$ cat src/rtl/alu_share_arbiter.sv
// Two-requester round-robin arbiter sharing one 4-bit, six-function ALU.
// Winner's operands are latched; result is registered with a per-requester done pulse.
module alu_share_arbiter (
    input  logic       Clock,
    input  logic       Reset,
    input  logic       Req0,
    input  logic       Req1,
    input  logic [3:0] A0,
    input  logic [3:0] B0,
    input  logic [3:0] A1,
    input  logic [3:0] B1,
    input  logic [2:0] F0,
    input  logic [2:0] F1,
    output logic [7:0] Result,
    output logic       Done0,
    output logic       Done1,
    output logic       Grant,
    output logic       Busy,
    output logic [7:0] OpCount
);

    typedef enum logic [1:0] {
        IDLE = 2'd0,
        EXEC = 2'd1,
        RESP = 2'd2
    } state_t;

    state_t     state_q, state_d;
    logic [3:0] a_q, a_d;
    logic [3:0] b_q, b_d;
    logic [2:0] f_q, f_d;
    logic       grant_q, grant_d;
    logic       ptr_q, ptr_d;
    logic [7:0] result_q, result_d;
    logic       done0_q, done0_d;
    logic       done1_q, done1_d;
    logic [7:0] opcount_q, opcount_d;
    logic [7:0] alu_y;
    logic [4:0] sum;
    logic       win;

    assign sum = {1'b0, a_q} + {1'b0, b_q};

    always_comb begin
        alu_y = 8'h00;
        case (f_q)
            3'b000,
            3'b001:  alu_y = {3'b000, sum};
            3'b010:  alu_y = {{4{b_q[3]}}, b_q};
            3'b011:  alu_y = {7'b0, |{a_q, b_q}};
            3'b100:  alu_y = {7'b0, &{a_q, b_q}};
            3'b101:  alu_y = {a_q, b_q};
            default: alu_y = 8'h00;
        endcase
    end

    // Sole requester wins; on contention the pointer decides.
    assign win = (Req0 & Req1) ? ptr_q : Req1;

    always_comb begin
        state_d   = state_q;
        a_d       = a_q;
        b_d       = b_q;
        f_d       = f_q;
        grant_d   = grant_q;
        ptr_d     = ptr_q;
        result_d  = result_q;
        opcount_d = opcount_q;
        done0_d   = 1'b0;
        done1_d   = 1'b0;
        case (state_q)
            IDLE: begin
                if (Req0 | Req1) begin
                    grant_d = win;
                    a_d     = win ? A1 : A0;
                    b_d     = win ? B1 : B0;
                    f_d     = win ? F1 : F0;
                    state_d = EXEC;
                end
            end
            EXEC: begin
                result_d = alu_y;
                done0_d  = ~grant_q;
                done1_d  = grant_q;
                state_d  = RESP;
            end
            RESP: begin
                opcount_d = opcount_q + 8'd1;
                ptr_d     = ~grant_q;
                state_d   = IDLE;
            end
            default: state_d = IDLE;
        endcase
    end

    always_ff @(posedge Clock) begin
        if (Reset) begin
            state_q   <= IDLE;
            a_q       <= 4'h0;
            b_q       <= 4'h0;
            f_q       <= 3'b000;
            grant_q   <= 1'b0;
            ptr_q     <= 1'b0;
            result_q  <= 8'h00;
            done0_q   <= 1'b0;
            done1_q   <= 1'b0;
            opcount_q <= 8'h00;
        end else begin
            state_q   <= state_d;
            a_q       <= a_d;
            b_q       <= b_d;
            f_q       <= f_d;
            grant_q   <= grant_d;
            ptr_q     <= ptr_d;
            result_q  <= result_d;
            done0_q   <= done0_d;
            done1_q   <= done1_d;
            opcount_q <= opcount_d;
        end
    end

    assign Result  = result_q;
    assign Done0   = done0_q;
    assign Done1   = done1_q;
    assign Grant   = grant_q;
    assign Busy    = (state_q != IDLE);
    assign OpCount = opcount_q;

endmodule

$ cat config.mk
export PLATFORM = sky130hd
export DESIGN_NAME = alu_share_arbiter
export DESIGN_NICKNAME = d
export VERILOG_FILES = /design/src/rtl/alu_share_arbiter.sv
export SDC_FILE = /design/constraint.sdc
export NUM_CORES = 1
export LEC_CHECK = 0
export BUFFER_PORTS_ARGS = -buffer_cell sky130_fd_sc_hd__buf_2
export CAP_MARGIN = 40
export CORE_MARGIN = 3
export CORE_UTILIZATION = 30
export DETAILED_ROUTE_END_ITERATION = 8
export GPL_ROUTABILITY_DRIVEN = 0
export GPL_TIMING_DRIVEN = 0
export HOLD_SLACK_MARGIN = 0.06
export PLACE_DENSITY = 0.48
export RECOVER_POWER = 25
export SYNTH_ARGS = -nofsm -noshare
export SYNTH_HDL_FRONTEND = slang
export SYNTH_SLANG_ARGS = --single-unit
$ cat constraint.sdc
create_clock -name Clock -period 1.75 [get_ports Clock]
set_input_delay 0.175 -clock Clock [delete_from_list [all_inputs] [get_ports Clock]]
set_output_delay 0.175 -clock Clock [all_outputs]
set_load 0.03 [all_outputs]
# After elaboration in Yosys (flattened, before gate mapping)
# Index checks and enable logic that the tools add are counted.
[totals]
word_cells = 39
out_inout_bits = 20
register_bits = 33
[op_classes]
n_reduce_logical = 8
n_addsub = 2
n_eq_ne = 8
n_bitwise = 4
n_mux = 7
[op_table]
columns = ["op", "count"]
rows = [
  ["case mux 8 bit (5 select lines)", 1],
  ["adder 8 x 1 -> 8 bit (second input constant)", 1],
  ["2-to-1 mux 4 bit", 2],
  ["AND reduction 8 bit", 1],
  ["OR reduction 8 bit", 1],
  ["equality test 3 x 2 -> 1 bit (second input constant)", 2],
  ["equality test 3 bit (second input constant)", 2],
  ["adder 4 x 4 -> 5 bit", 1],
  ["case mux 2 bit (2 select lines)", 1],
  ["OR reduction 2 bit", 2],
  ["equality test 3 x 1 -> 1 bit (second input constant)", 1],
  ["zero test 3 bit", 1],
  ["2-to-1 mux 3 bit", 1],
  ["equality test 2 x 1 -> 1 bit (second input constant)", 1],
  ["equality test 2 bit (second input constant)", 1],
  ["zero test 2 bit", 1],
  ["2-to-1 mux 2 bit", 1],
  ["!= test 2 bit (second input constant)", 1],
  ["NOT 1 bit", 2],
  ["AND reduction 2 bit", 1],
  ["nonzero test 2 bit", 1],
  ["AND 1 bit", 1],
  ["2-to-1 mux 1 bit", 1],
  ["OR 1 bit", 1],
]

# Longest topological paths before layout
# Gate-level depths: netlist of run 1.
[depth]
depth_word = 3
ltp_mapped = 7

# Least setup slack after synthesis of run 1
# OpenSTA, ideal clock, no wires.
[synth_path]
path_type = "reg2reg"
from = "reg a_q[0]"
to = "reg result_q[2] (netlist: Result[2])"
path_stages_with_launch = 8
setup_ps = 135
setup_slack_ps = 160
period_less_slack_ps = 1590
arrival_ps = 1455
path_cell_list = "dfxtp_1 -> ha_1 -> inv_1 -> fa_1 -> xor2_1 -> o21ai_0 -> a221oi_1 -> nor3_1"
[synth_via]
elab_chain_len = 2
[synth_lines]
columns = ["element", "line_no", "text"]
rows = [
  ["start: declaration", "29", "logic [3:0] a_q, a_d;"],
  ["start signal: assignment", "99", "a_q <= 4'h0;"],
  ["start signal: assignment", "110", "a_q <= a_d;"],
  ["adder 4 x 4 -> 5 bit", "42", "assign sum = {1'b0, a_q} + {1'b0, b_q};"],
  ["case mux 8 bit (5 select lines)", "46", "case (f_q)"],
  ["end signal: assignment", "115", "result_q <= result_d;"],
  ["end: declaration", "34", "logic [7:0] result_q, result_d;"],
]
# No other way between the ends.
# A chain may end at the register's enable or synchronous reset.

# Final worst setup path of run 1
[layout_path]
from = "reg a_q[0]"
to = "reg result_q[1] (netlist: Result[1])"
# Same word-level chain as after synthesis.

==> results of run 1 <==
[cell usage after synthesis, types with 2 or more instances]
cell type / count
a211oi_1: 7
a211oi_2: 9
a21oi_1: 2
a221oi_1: 3
a311oi_1: 2
and3_1: 2
buf_4: 4
clkbuf_1: 6
dfxtp_1: 33
ha_1: 5
inv_1: 8
mux2i_1: 13
nand2_1: 5
nand3_1: 3
nand4_1: 4
nor2_1: 35
nor2b_1: 3
nor3_1: 11
o21ai_0: 3
o31a_1: 2
xnor2_1: 3
xor2_1: 5
[sequential cells by signal, indices dropped and copies added, names as in the netlist]
register and cells:
state_q 2, a_q 4, b_q 4, OpCount 8, ptr_q 1, Done0 1, Done1 1, f_q 3
Result 8, Grant 1
[per-stage QoR]
stage | worst slack (ps) | cell area, sq um
final | 66.9 | 2100
after global routing | 10.7 | 2100
after CTS | 41.4 | 2110
after detailed placement | -68.4 | 2010
after global placement | -75.2 | 2010
after floorplan | 160 | 1710
[worst max-delay path, stage by stage, from the launching register on]
cell	delay, ps
dfxtp_4	370
ha_2	190
inv_1	50
fa_2	510
o22ai_1	70
a221oi_1	270
nor3_1	80
[power breakdown]
group / switching [uW] / internal, uW / total (uW) / leakage, uW
Clock: 292 / 274 / 566 / 0.0000439
Combinational: 270 / 189 / 459 / 0.000563
Sequential: 59.1 / 811 / 870 / 0.000272
Total: 621 / 1270 / 1900 / 0.000879
[what timing repair did]
action	in CTS	in global routing
endpoints found under the setup margin	2	2
pin swaps	1	1
gates resized for setup	6	3
gates cloned	0	0
[kinds of logic after synthesis]
family	count (synthesis)
xor+xnor	8
compound gates	32
flops	33
mux	14
fa+ha+maj	6
buf+inv	21
simple gates	74
[final timing paths]
check                             to  cells past startpoint  slack, ps
max           Result[1]$_SDFFE_PP0N_                      6         70
max reg2reg   Result[1]$_SDFFE_PP0N_                      6         70
min reg2reg   Result[7]$_SDFFE_PP0N_                      2        490
min          state_q[0]$_SDFFE_PP0P_                      3        210
[metal layers]
metal  up-vias  track usage
li1        775            -
met1       660        0.191
met2        38        0.178
met3         7       0.0344
met4         0       0.0557
met5         -            0
[area by class of cell]
cell class              instances  area, sq um  share of cell area
plain buffers                  13         73.8              0.0351
repair buffers                 44          205              0.0976
clock buffers                   5         68.8              0.0327
clock inverters                 3         17.5             0.00833
multi-input cells             134          952               0.453
inverters                       8         30.0              0.0143
well taps                      70         87.6              0.0416
flip-flops and latches         33          668               0.318
==> results.tsv, run 1 <==
stage	metric	value	unit
finish	Area Overhead vs Synth	23.3	%
global_route	gr usage total	0.131	
critical_path	CP Max Fanout	5	
clocking	CTS sink count	33	
clocking	CTS Root Cell	clkbuf_8	
detailed_routing	met1 wire length	2050	microns
logic_synthesis	post-synthesis compound-gate area fraction	0.165	
sta	post-route clock period utilization	0.962	
clocking	Num CTS Buffers	5	
logic_synthesis	Post-synth EDFFs	0	
detailed_routing	Met3 Wirelength	229	microns
global_route	global-route congestion overflow total	0	
critical_path	CP startpoint	a_q[0]$_SDFFE_PP0P_	
floorplan	Die Height	81.4	microns
logic_synthesis	Syn Nets	220	
detailed_routing	top routing layer used	met4	
sta	final worst path period need	1680	ps
finish	Final Core Density	0.397	
floorplan	DIE AREA	6630	sq um
finish	ant diodes	0	
critical_path	worst r2r src	a_q[0]$_SDFFE_PP0P_	
logic_synthesis	Cells after Synth	188	
hold_path	hold_sp	Req0	
critical_path	kind of critical path	flip-flop to flip-flop	
clocking	CTS hold repair buffers	0	
logic_synthesis	main combinational cell family by area after synthesis	simple AND/OR/NAND/NOR gates	
clocking	Setup Fix Bufs, Post-CTS	0	
finish	number of fill cells	572	
floorplan	Starting Density	0.322	
logic_synthesis	Post-Synth Adder-Cell Area	0.0484	
detailed_routing	DR iter-0 viols	43	
sta	Fin Clk Skew	5.89	ps
logic_synthesis	Post-synth top flop	dfxtp_1	
critical_path	Setup crit start kind	flip-flop	
logic_synthesis	Synth area leaders	dfxtp_1 39%, nor2_1 7.7%, mux2i_1 7.6%	
detailed_routing	WL/cell	13.0	microns
detailed_routing	Via Count	1480	
logic_synthesis	leading area contributor after synthesis	dfxtp_1	
sta	Slew Limit Fails	0	
detailed_routing	DRT Wirelength	4020	microns
logic_synthesis	library cells used by synthesis	42	
global_route	first-pass GRT wire length	6570	microns
finish	commonest non-fill, non-tap cell in the layout	nor2_1	
sta	Final setup viols	0	
critical_path	CP required	1900	ps
clocking	clk_lat worst skew	290	ps
status	status	finished, final reports clean	
clocking	CTS H-tree lvls	2	
sta	worst slew pin tran	634	ps
sta	worst rel slew slack	0.577	
placement	DP Wirelength	2970	microns
detailed_routing	DRT antenna net count	0	
placement	DP Cell Count	302	
logic_synthesis	Synth Area in Simple Gates	0.214	
sta	RSZ-0062 raised after global routing	false	
detailed_routing	DRC	0	
logic_synthesis	Yosys reg bits	33	
logic_synthesis	sequential share of the synthesized area	0.387	
logic_synthesis	Cell Area, Synth	1710	sq um
job	Max-Cap Viols	0	
global_route	vias in the first global route	1352	
detailed_routing	first-pass iteration count of the detailed router	4	
sta	final hold slack	206	ps
finish	share of layout cells above drive strength 1	0.283	
logic_synthesis	Mean Syn Cell Area	9.07	sq um
floorplan	Die Wd	81.4	microns
detailed_routing	met2 WL	1680	microns
clocking	CTS tree	built	
logic_synthesis	Synth top area share	0.387	
clocking	Clock Pin Slew Worst Setup and Hold Paths	70	ps
hold_path	worst min path class	input port to flip-flop	
power	VDD IR max	0.407	mV
floorplan	core area	5300	sq um
global_route	initial antenna violation count	0	
logic_synthesis	mux share of post-synthesis cell area	0.0829	
finish	most frequent cells in the layout	35 x nor2_1, 33 x buf_2, 29 x dfxtp_1	
critical_path	crit end category	flip-flop	
floorplan	Rows	26	
power	Power, Total	1900	uW
sta	Setup TNS	0	ps
finish	Final Non-Filler Cells	310	
global_route	largest net degree at the start of global routing	12	
logic_synthesis	Synth warnings	0	
placement	count of input and output buffers	44	
logic_synthesis	ys async rst share	0	
floorplan	# IOs	46	
logic_synthesis	Post-Synth XOR/XNOR Area	0.0411	
power	cell leakage power	0.000879	uW
power	pwr dens	901	nW/um^2
clocking	Max clock buf depth	2	
sta	Fin. Hold Viols	0	
sta	Max Fclk	594	MHz
critical_path	Worst Path Arrival	1840	ps
finish	Final #Nets	271	
detailed_routing	Vias/cell	4.77	
(Power assumes the default switching activity.)
==> run 2: changes to the inputs <==
--- a/config.mk
+++ b/config.mk
@@ -9,11 +9,12 @@
 export CAP_MARGIN = 40
 export CORE_MARGIN = 3
 export CORE_UTILIZATION = 30
+export CTS_BUF_LIST = sky130_fd_sc_hd__clkbuf_8
 export DETAILED_ROUTE_END_ITERATION = 8
 export GPL_ROUTABILITY_DRIVEN = 0
 export GPL_TIMING_DRIVEN = 0
 export HOLD_SLACK_MARGIN = 0.06
-export PLACE_DENSITY = 0.48
+export PLACE_DENSITY = 0.58
 export RECOVER_POWER = 25
 export SYNTH_ARGS = -nofsm -noshare
 export SYNTH_HDL_FRONTEND = slang
==> results.tsv, run 2 (same netlist as run 1, synthesis figures left out) <==
stage	metric	value	unit	change
global_route	vias in the first global route	1405		was 1352
finish	most frequent cells in the layout	35 x nor2_1, 33 x buf_2, 29 x dfxtp_1		unchanged
placement	area post-placement	2010	sq um	unchanged
floorplan	Die Height	81.4	microns	unchanged
job	Max-Cap Viols	0		unchanged
finish	Final Non-Filler Cells	310		unchanged
detailed_routing	DRT Wirelength	3970	microns	was 4020 microns
finish	Design Area, Final	2130	sq um	was 2100 sq um
detailed_routing	Via Count	1493		was 1480
finish	Final Core Density	0.402		was 0.397
global_route	initial antenna violation count	0		unchanged
detailed_routing	DRC	0		unchanged
clocking	clk_lat worst skew	280	ps	was 290 ps
detailed_routing	first-pass iteration count of the detailed router	6		was 4
critical_path	Setup crit start kind	flip-flop		unchanged
critical_path	kind of critical path	flip-flop to flip-flop		unchanged
global_route	gr usage total	0.125		was 0.131
critical_path	critical path's largest stage delay	540	ps	was 510 ps
power	cell leakage power	0.000892	uW	was 0.000879 uW
floorplan	Starting Density	0.322		unchanged
finish	share of layout cells above drive strength 1	0.292		was 0.283
sta	final worst path period need	1650	ps	was 1680 ps
sta	worst slew pin tran	703	ps	was 634 ps
sta	Fin. Hold Viols	0		unchanged
sta	Fin Clk Skew	3.81	ps	was 5.89 ps
sta	Setup TNS	0	ps	unchanged
finish	Final #Nets	272		was 271
clocking	CTS tree	built		unchanged
clocking	CTS H-tree lvls	2		unchanged
finish	commonest non-fill, non-tap cell in the layout	nor2_1		unchanged
power	pwr dens	899	nW/um^2	was 901 nW/um^2
clocking	Clock Pin Slew Worst Setup and Hold Paths	70	ps	about the same
detailed_routing	DR iter-0 viols	53		was 43
power	Switch Pwr	606	uW	was 621 uW
floorplan	# IOs	46		unchanged
critical_path	Critical Path, Cell by Cell	ha_4 > inv_2 > fa_2 > o22ai_1 > a221oi_2 > nor3_1		was ha_2 > inv_1 > fa_2 > o22ai_1 > a221oi_1 > nor3_1
global_route	largest net degree at the start of global routing	11		was 12
sta	Max Fclk	607	MHz	was 594 MHz
finish	ant diodes	0		unchanged
clocking	Num CTS Buffers	5		unchanged
global_route	global-route congestion overflow total	0		unchanged
detailed_routing	Vias/cell	4.82		was 4.77
detailed_routing	DRT antenna net count	0		unchanged
status	status	finished, final reports clean		unchanged
sta	post-route clock period utilization	0.942		was 0.962
sta	worst rel slew slack	0.531		was 0.577
global_route	first-pass GRT wire length	6400	microns	was 6570 microns
clocking	CTS Root Cell	clkbuf_8		unchanged
power	register share of total power	0.456		was 0.459
sta	final hold slack	236	ps	was 206 ps
sta	Final setup viols	0		unchanged
finish	Area Overhead vs Synth	25.1	%	was 23.3%
placement	count of input and output buffers	44		unchanged
floorplan	core area	5300	sq um	unchanged
placement	DP Wirelength	2950	microns	was 2970 microns
power	clock share of power	0.299		about the same
floorplan	Rows	26		unchanged
power	cell internal power dissipation	1310	uW	was 1270 uW
critical_path	CP Max Fanout	3		was 5
floorplan	DIE AREA	6630	sq um	unchanged
detailed_routing	WL/cell	12.8	microns	was 13.0 microns
sta	RSZ-0062 raised after global routing	false		unchanged
sta	Slew Limit Fails	0		unchanged
power	combinational share of power	0.245		was 0.242
critical_path	Worst Path Arrival	1800	ps	was 1840 ps
clocking	Max clock buf depth	2		unchanged
clocking	CTS hold repair buffers	0		unchanged
placement	DP Cell Count	302		unchanged
power	VDD IR max	0.321	mV	was 0.407 mV
floorplan	Die Wd	81.4	microns	unchanged
critical_path	CP max-delay cell	fa_2		unchanged
hold_path	worst min path class	input port to flip-flop		unchanged
clocking	CTS sink count	33		unchanged
critical_path	crit end category	flip-flop		unchanged
critical_path	CP required	1900	ps	about the same
power	Sw Share	0.316		was 0.328
==> run 2: final timing paths <==
path	cells past startpoint	slack [ps]	from	end
setup / recovery	6	100	b_q[0]$_SDFFE_PP0P_	Result[1]$_SDFFE_PP0N_
hold / removal	3	240	Req0	state_q[0]$_SDFFE_PP0P_
setup reg to reg	6	100	b_q[0]$_SDFFE_PP0P_	Result[1]$_SDFFE_PP0N_
hold reg to reg	2	490	Result[0]$_SDFFE_PP0N_	Result[0]$_SDFFE_PP0N_
==> run 2: final cells by class <==
class | instances | area [sq um]
plain buffers | 13 | 73.8
clock buffers | 6 | 82.6
clock inverters | 1 | 3.75
fillers | 562 | 3170
inverters | 8 | 30.0
multi-input cells | 134 | 975
flip-flops and latches | 33 | 668
well taps | 70 | 87.6
repair buffers | 45 | 213
==> run 2: layer usage <==
layer / wire (microns) / part of all wire / up-vias / GRT usage
li1: - / - / 771 / -
met1: 1980 / 0.50 / 670 / 0.175
met2: 1660 / 0.42 / 43 / 0.182
met3: 236 / 0.060 / 9 / 0.0322
met4: 95 / 0.024 / 0 / 0.0473
met5: 0 / 0 / - / 0
==> run 2: worst max-delay path: cells and delay by family, from the launching register on <==
kind	cells	cell delay [ps]
compound gates	2	340
flops	1	370
buf+inv	1	40
fa+ha+maj	2	690
simple gates	1	80
==> run 2: power by group through the flow <==
| stage | sequential, uW | combinational (uW) | clock (uW) |
|---|---|---|---|
| 2_1_floorplan | 913 | 305 | 0 |
| 5_1_grt | 882 | 526 | 613 |
| 3_5_place_dp | 883 | 461 | 0 |
| 6_report | 874 | 470 | 574 |
| 3_3_place_gp | 882 | 454 | 0 |
| 4_1_cts | 867 | 464 | 584 |
==> run 2: timing repair <==
action,CTS,global route
gates resized for setup,1,12
endpoints found under the setup margin,2,3
pin swaps,0,6
buffers inserted,0,1
==> run 2: per-stage QoR <==
| step | setup WS [ps] | power (uW) |
|---|---|---|
| global placement | 9.54 | 1340 |
| CTS | 51.6 | 1910 |
| global route | 15.8 | 2020 |
| detailed placement | 2.19 | 1340 |
| floorplan | 160 | 1220 |
| finish | 102 | 1920 |
==> run 3: changes to the inputs <==
--- a/config.mk
+++ b/config.mk
@@ -5,6 +5,7 @@
 export SDC_FILE = /design/constraint.sdc
 export NUM_CORES = 1
 export LEC_CHECK = 0
+export ABC_AREA = 1
 export BUFFER_PORTS_ARGS = -buffer_cell sky130_fd_sc_hd__buf_2
 export CAP_MARGIN = 40
 export CORE_MARGIN = 3
==> results.tsv, run 3 <==
stage	metric	value	unit	change
status	status	finished, final reports clean		unchanged
critical_path	CP Max Fanout	5		was 3
clocking	CTS tree	built		unchanged
logic_synthesis	most frequent cell after synthesis	nand2_1		was nor2_1
critical_path	reg-to-reg slack, setup	150	ps	was 100 ps
sta	worst rel slew slack	0.682		was 0.531
sta	Final setup viols	0		unchanged
clocking	CTS sink count	33		unchanged
logic_synthesis	Synth warnings	0		unchanged
floorplan	Die Height	80.2	microns	was 81.4 microns
logic_synthesis	Post-synth EDFFs	0		unchanged
global_route	global-route congestion overflow total	0		unchanged
critical_path	Setup crit start kind	flip-flop		unchanged
sta	post-route clock period utilization	0.915		was 0.942
clocking	CTS Root Cell	clkbuf_8		unchanged
placement	DP Wirelength	3010	microns	was 2950 microns
clocking	Num CTS Buffers	5		unchanged
logic_synthesis	top post-synthesis cells by count	73 x nand2_1, 33 x dfxtp_1, 19 x nor2_1, 19 x o21ai_0, 18 x inv_1		was 35 x nor2_1, 33 x dfxtp_1, 13 x mux2i_1
floorplan	DIE AREA	6430	sq um	was 6630 sq um
logic_synthesis	ys async rst share	0		unchanged
power	pwr dens	869	nW/um^2	was 899 nW/um^2
clocking	Post-CTS Resized	0		was 1
logic_synthesis	Syn Nets	267		was 220
detailed_routing	Vias/cell	4.47		was 4.82
sta	Slew Limit Fails	0		unchanged
logic_synthesis	Post-synth top flop	dfxtp_1		unchanged
sta	worst slew pin tran	477	ps	was 703 ps
global_route	initial antenna violation count	0		unchanged
floorplan	core area	5200	sq um	was 5300 sq um
critical_path	CP required	1980	ps	was 1900 ps
logic_synthesis	Synth top area share	0.400		was 0.387
detailed_routing	DRT Wirelength	3930	microns	was 3970 microns
floorplan	Starting Density	0.317		was 0.322
finish	Final #Nets	318		was 272
logic_synthesis	leading area contributor after synthesis	dfxtp_1		unchanged
logic_synthesis	sequential share of the synthesized area	0.400		was 0.387
detailed_routing	DRT antenna net count	0		unchanged
detailed_routing	DRC	0		unchanged
sta	final hold slack	135	ps	was 236 ps
floorplan	Die Wd	80.2	microns	was 81.4 microns
finish	Area Overhead vs Synth	23.2	%	was 25.1%
global_route	largest net degree at the start of global routing	11		unchanged
detailed_routing	DR iter-0 viols	65		was 53
clocking	Setup Fix Bufs, Post-CTS	0		unchanged
placement	count of input and output buffers	44		unchanged
finish	Final Core Density	0.391		was 0.402
hold_path	worst min path class	input port to flip-flop		unchanged
clocking	CTS H-tree lvls	2		unchanged
sta	Fin. Hold Viols	0		unchanged
global_route	first-pass GRT wire length	6840	microns	was 6400 microns
detailed_routing	Via Count	1597		was 1493
logic_synthesis	Synth area leaders	dfxtp_1 40%, nand2_1 17%, o21ai_0 5.8%		was dfxtp_1 39%, nor2_1 7.7%, mux2i_1 7.6%
power	cell leakage power	0.000902	uW	was 0.000892 uW
sta	Max Fclk	624	MHz	was 607 MHz
finish	ant diodes	0		unchanged
clocking	CTS hold repair buffers	0		unchanged
logic_synthesis	Mean Syn Cell Area	7.02	sq um	was 9.07 sq um
finish	share of layout cells above drive strength 1	0.226		was 0.292
global_route	vias in the first global route	1468		was 1405
sta	Setup TNS	0	ps	unchanged
sta	Fin Clk Skew	9.73	ps	was 3.81 ps
sta	final worst path period need	1600	ps	was 1650 ps
finish	commonest non-fill, non-tap cell in the layout	nand2_1		was nor2_1
detailed_routing	first-pass iteration count of the detailed router	4		was 6
logic_synthesis	Cells after Synth	235		was 188
detailed_routing	WL/cell	11.0	microns	was 12.8 microns
critical_path	crit end category	flip-flop		unchanged
sta	RSZ-0062 raised after global routing	false		unchanged
clocking	Clock Pin Slew Worst Setup and Hold Paths	70	ps	about the same
global_route	gr usage total	0.135		was 0.125
logic_synthesis	library cells used by synthesis	28		was 42
critical_path	Worst Path Arrival	1830	ps	was 1800 ps
logic_synthesis	Cell Area, Synth	1650	sq um	was 1710 sq um
power	VDD IR max	0.318	mV	was 0.321 mV
job	Max-Cap Viols	0		unchanged
logic_synthesis	Yosys reg bits	33		unchanged
clocking	clk_lat worst skew	290	ps	was 280 ps
finish	most frequent cells in the layout	73 x nand2_1, 38 x buf_2, 30 x dfxtp_1		was 35 x nor2_1, 33 x buf_2, 29 x dfxtp_1
floorplan	Rows	26		unchanged
floorplan	# IOs	46		unchanged
critical_path	kind of critical path	flip-flop to flip-flop		unchanged
clocking	Max clock buf depth	2		unchanged
-- run 3: changes by cell type in the layout (fill, tap and decap cells not counted), moves of 10 or more --
cell,previous run,this run
nor2_1,35,20
nand2_1,5,73
o21ai_0,2,18
a21oi_1,2,16
a31oi_1,1,11
inv_1,8,19
mux2i_1,13,0
-- run 3: where the power goes --
| group | switching, uW | internal, uW | total, uW |
|---|---|---|---|
| clock | 284 | 270 | 553 |
| combinational | 226 | 128 | 354 |
| sequential | 55.9 | 804 | 860 |
| total | 566 | 1200 | 1770 |
-- run 3: kinds of logic after synthesis --
logic type / count (synthesis) / share of synthesized area
fa+ha+maj: 6 / 0.0500
compound gates: 53 / 0.177
flops: 33 / 0.400
xor+xnor: 1 / 0.00531
buf+inv: 29 / 0.0713
simple gates: 113 / 0.296
-- run 3: final cells by class --
cell class	instances	area (sq um)
Buffer	7	35.0
Clock inverter	3	13.8
Clock buffer	5	68.8
Multi-Input combinational cell	173	871
Fill cell	599	3170
Inverter	22	82.6
Timing Repair Buffer	44	208
Tap cell	70	87.6
Sequential cell	33	667
-- run 3: worst paths after layout --
| check | from | endpoint | cells after the start |
|---|---|---|---|
| max reg2reg | a_q[0]$_SDFFE_PP0P_ | Result[4]$_SDFFE_PP0N_ | 10 |
| min | B1[1] | b_q[1]$_SDFFE_PP0P_ | 3 |
| min reg2reg | Result[1]$_SDFFE_PP0N_ | Result[1]$_SDFFE_PP0N_ | 2 |
| max | a_q[0]$_SDFFE_PP0P_ | Result[4]$_SDFFE_PP0N_ | 10 |
-- run 3: per-layer routing --
metal / GRT usage / vias up / wire (microns)
li1: - / 867 / -
met1: 0.185 / 677 / 1910
met2: 0.198 / 45 / 1660
met3: 0.0392 / 8 / 279
met4: 0.0524 / 0 / 71
met5: 0 / - / 0
-- run 3: per-stage QoR --
stage	power [uW]	worst slack [ps]	instances	cell area [sq um]
final	1770	149	357	2030
after global placement	1230	87.0	349	1960
after global routing	1890	11.6	357	2030
after CTS	1790	46.3	357	2040
after detailed placement	1230	71.8	349	1960
after floorplan	1120	254	235	1650
-- run 3: worst max-delay path, cell delays in order, from the launching register on --
cell and delay (ps):
dfxtp_4 370, ha_2 180, inv_1 50, fa_1 370, inv_2 70, nand2_2 50
a21oi_2 130, o21ai_1 60, nand2_1 80, nand2_1 60, a21oi_2 110
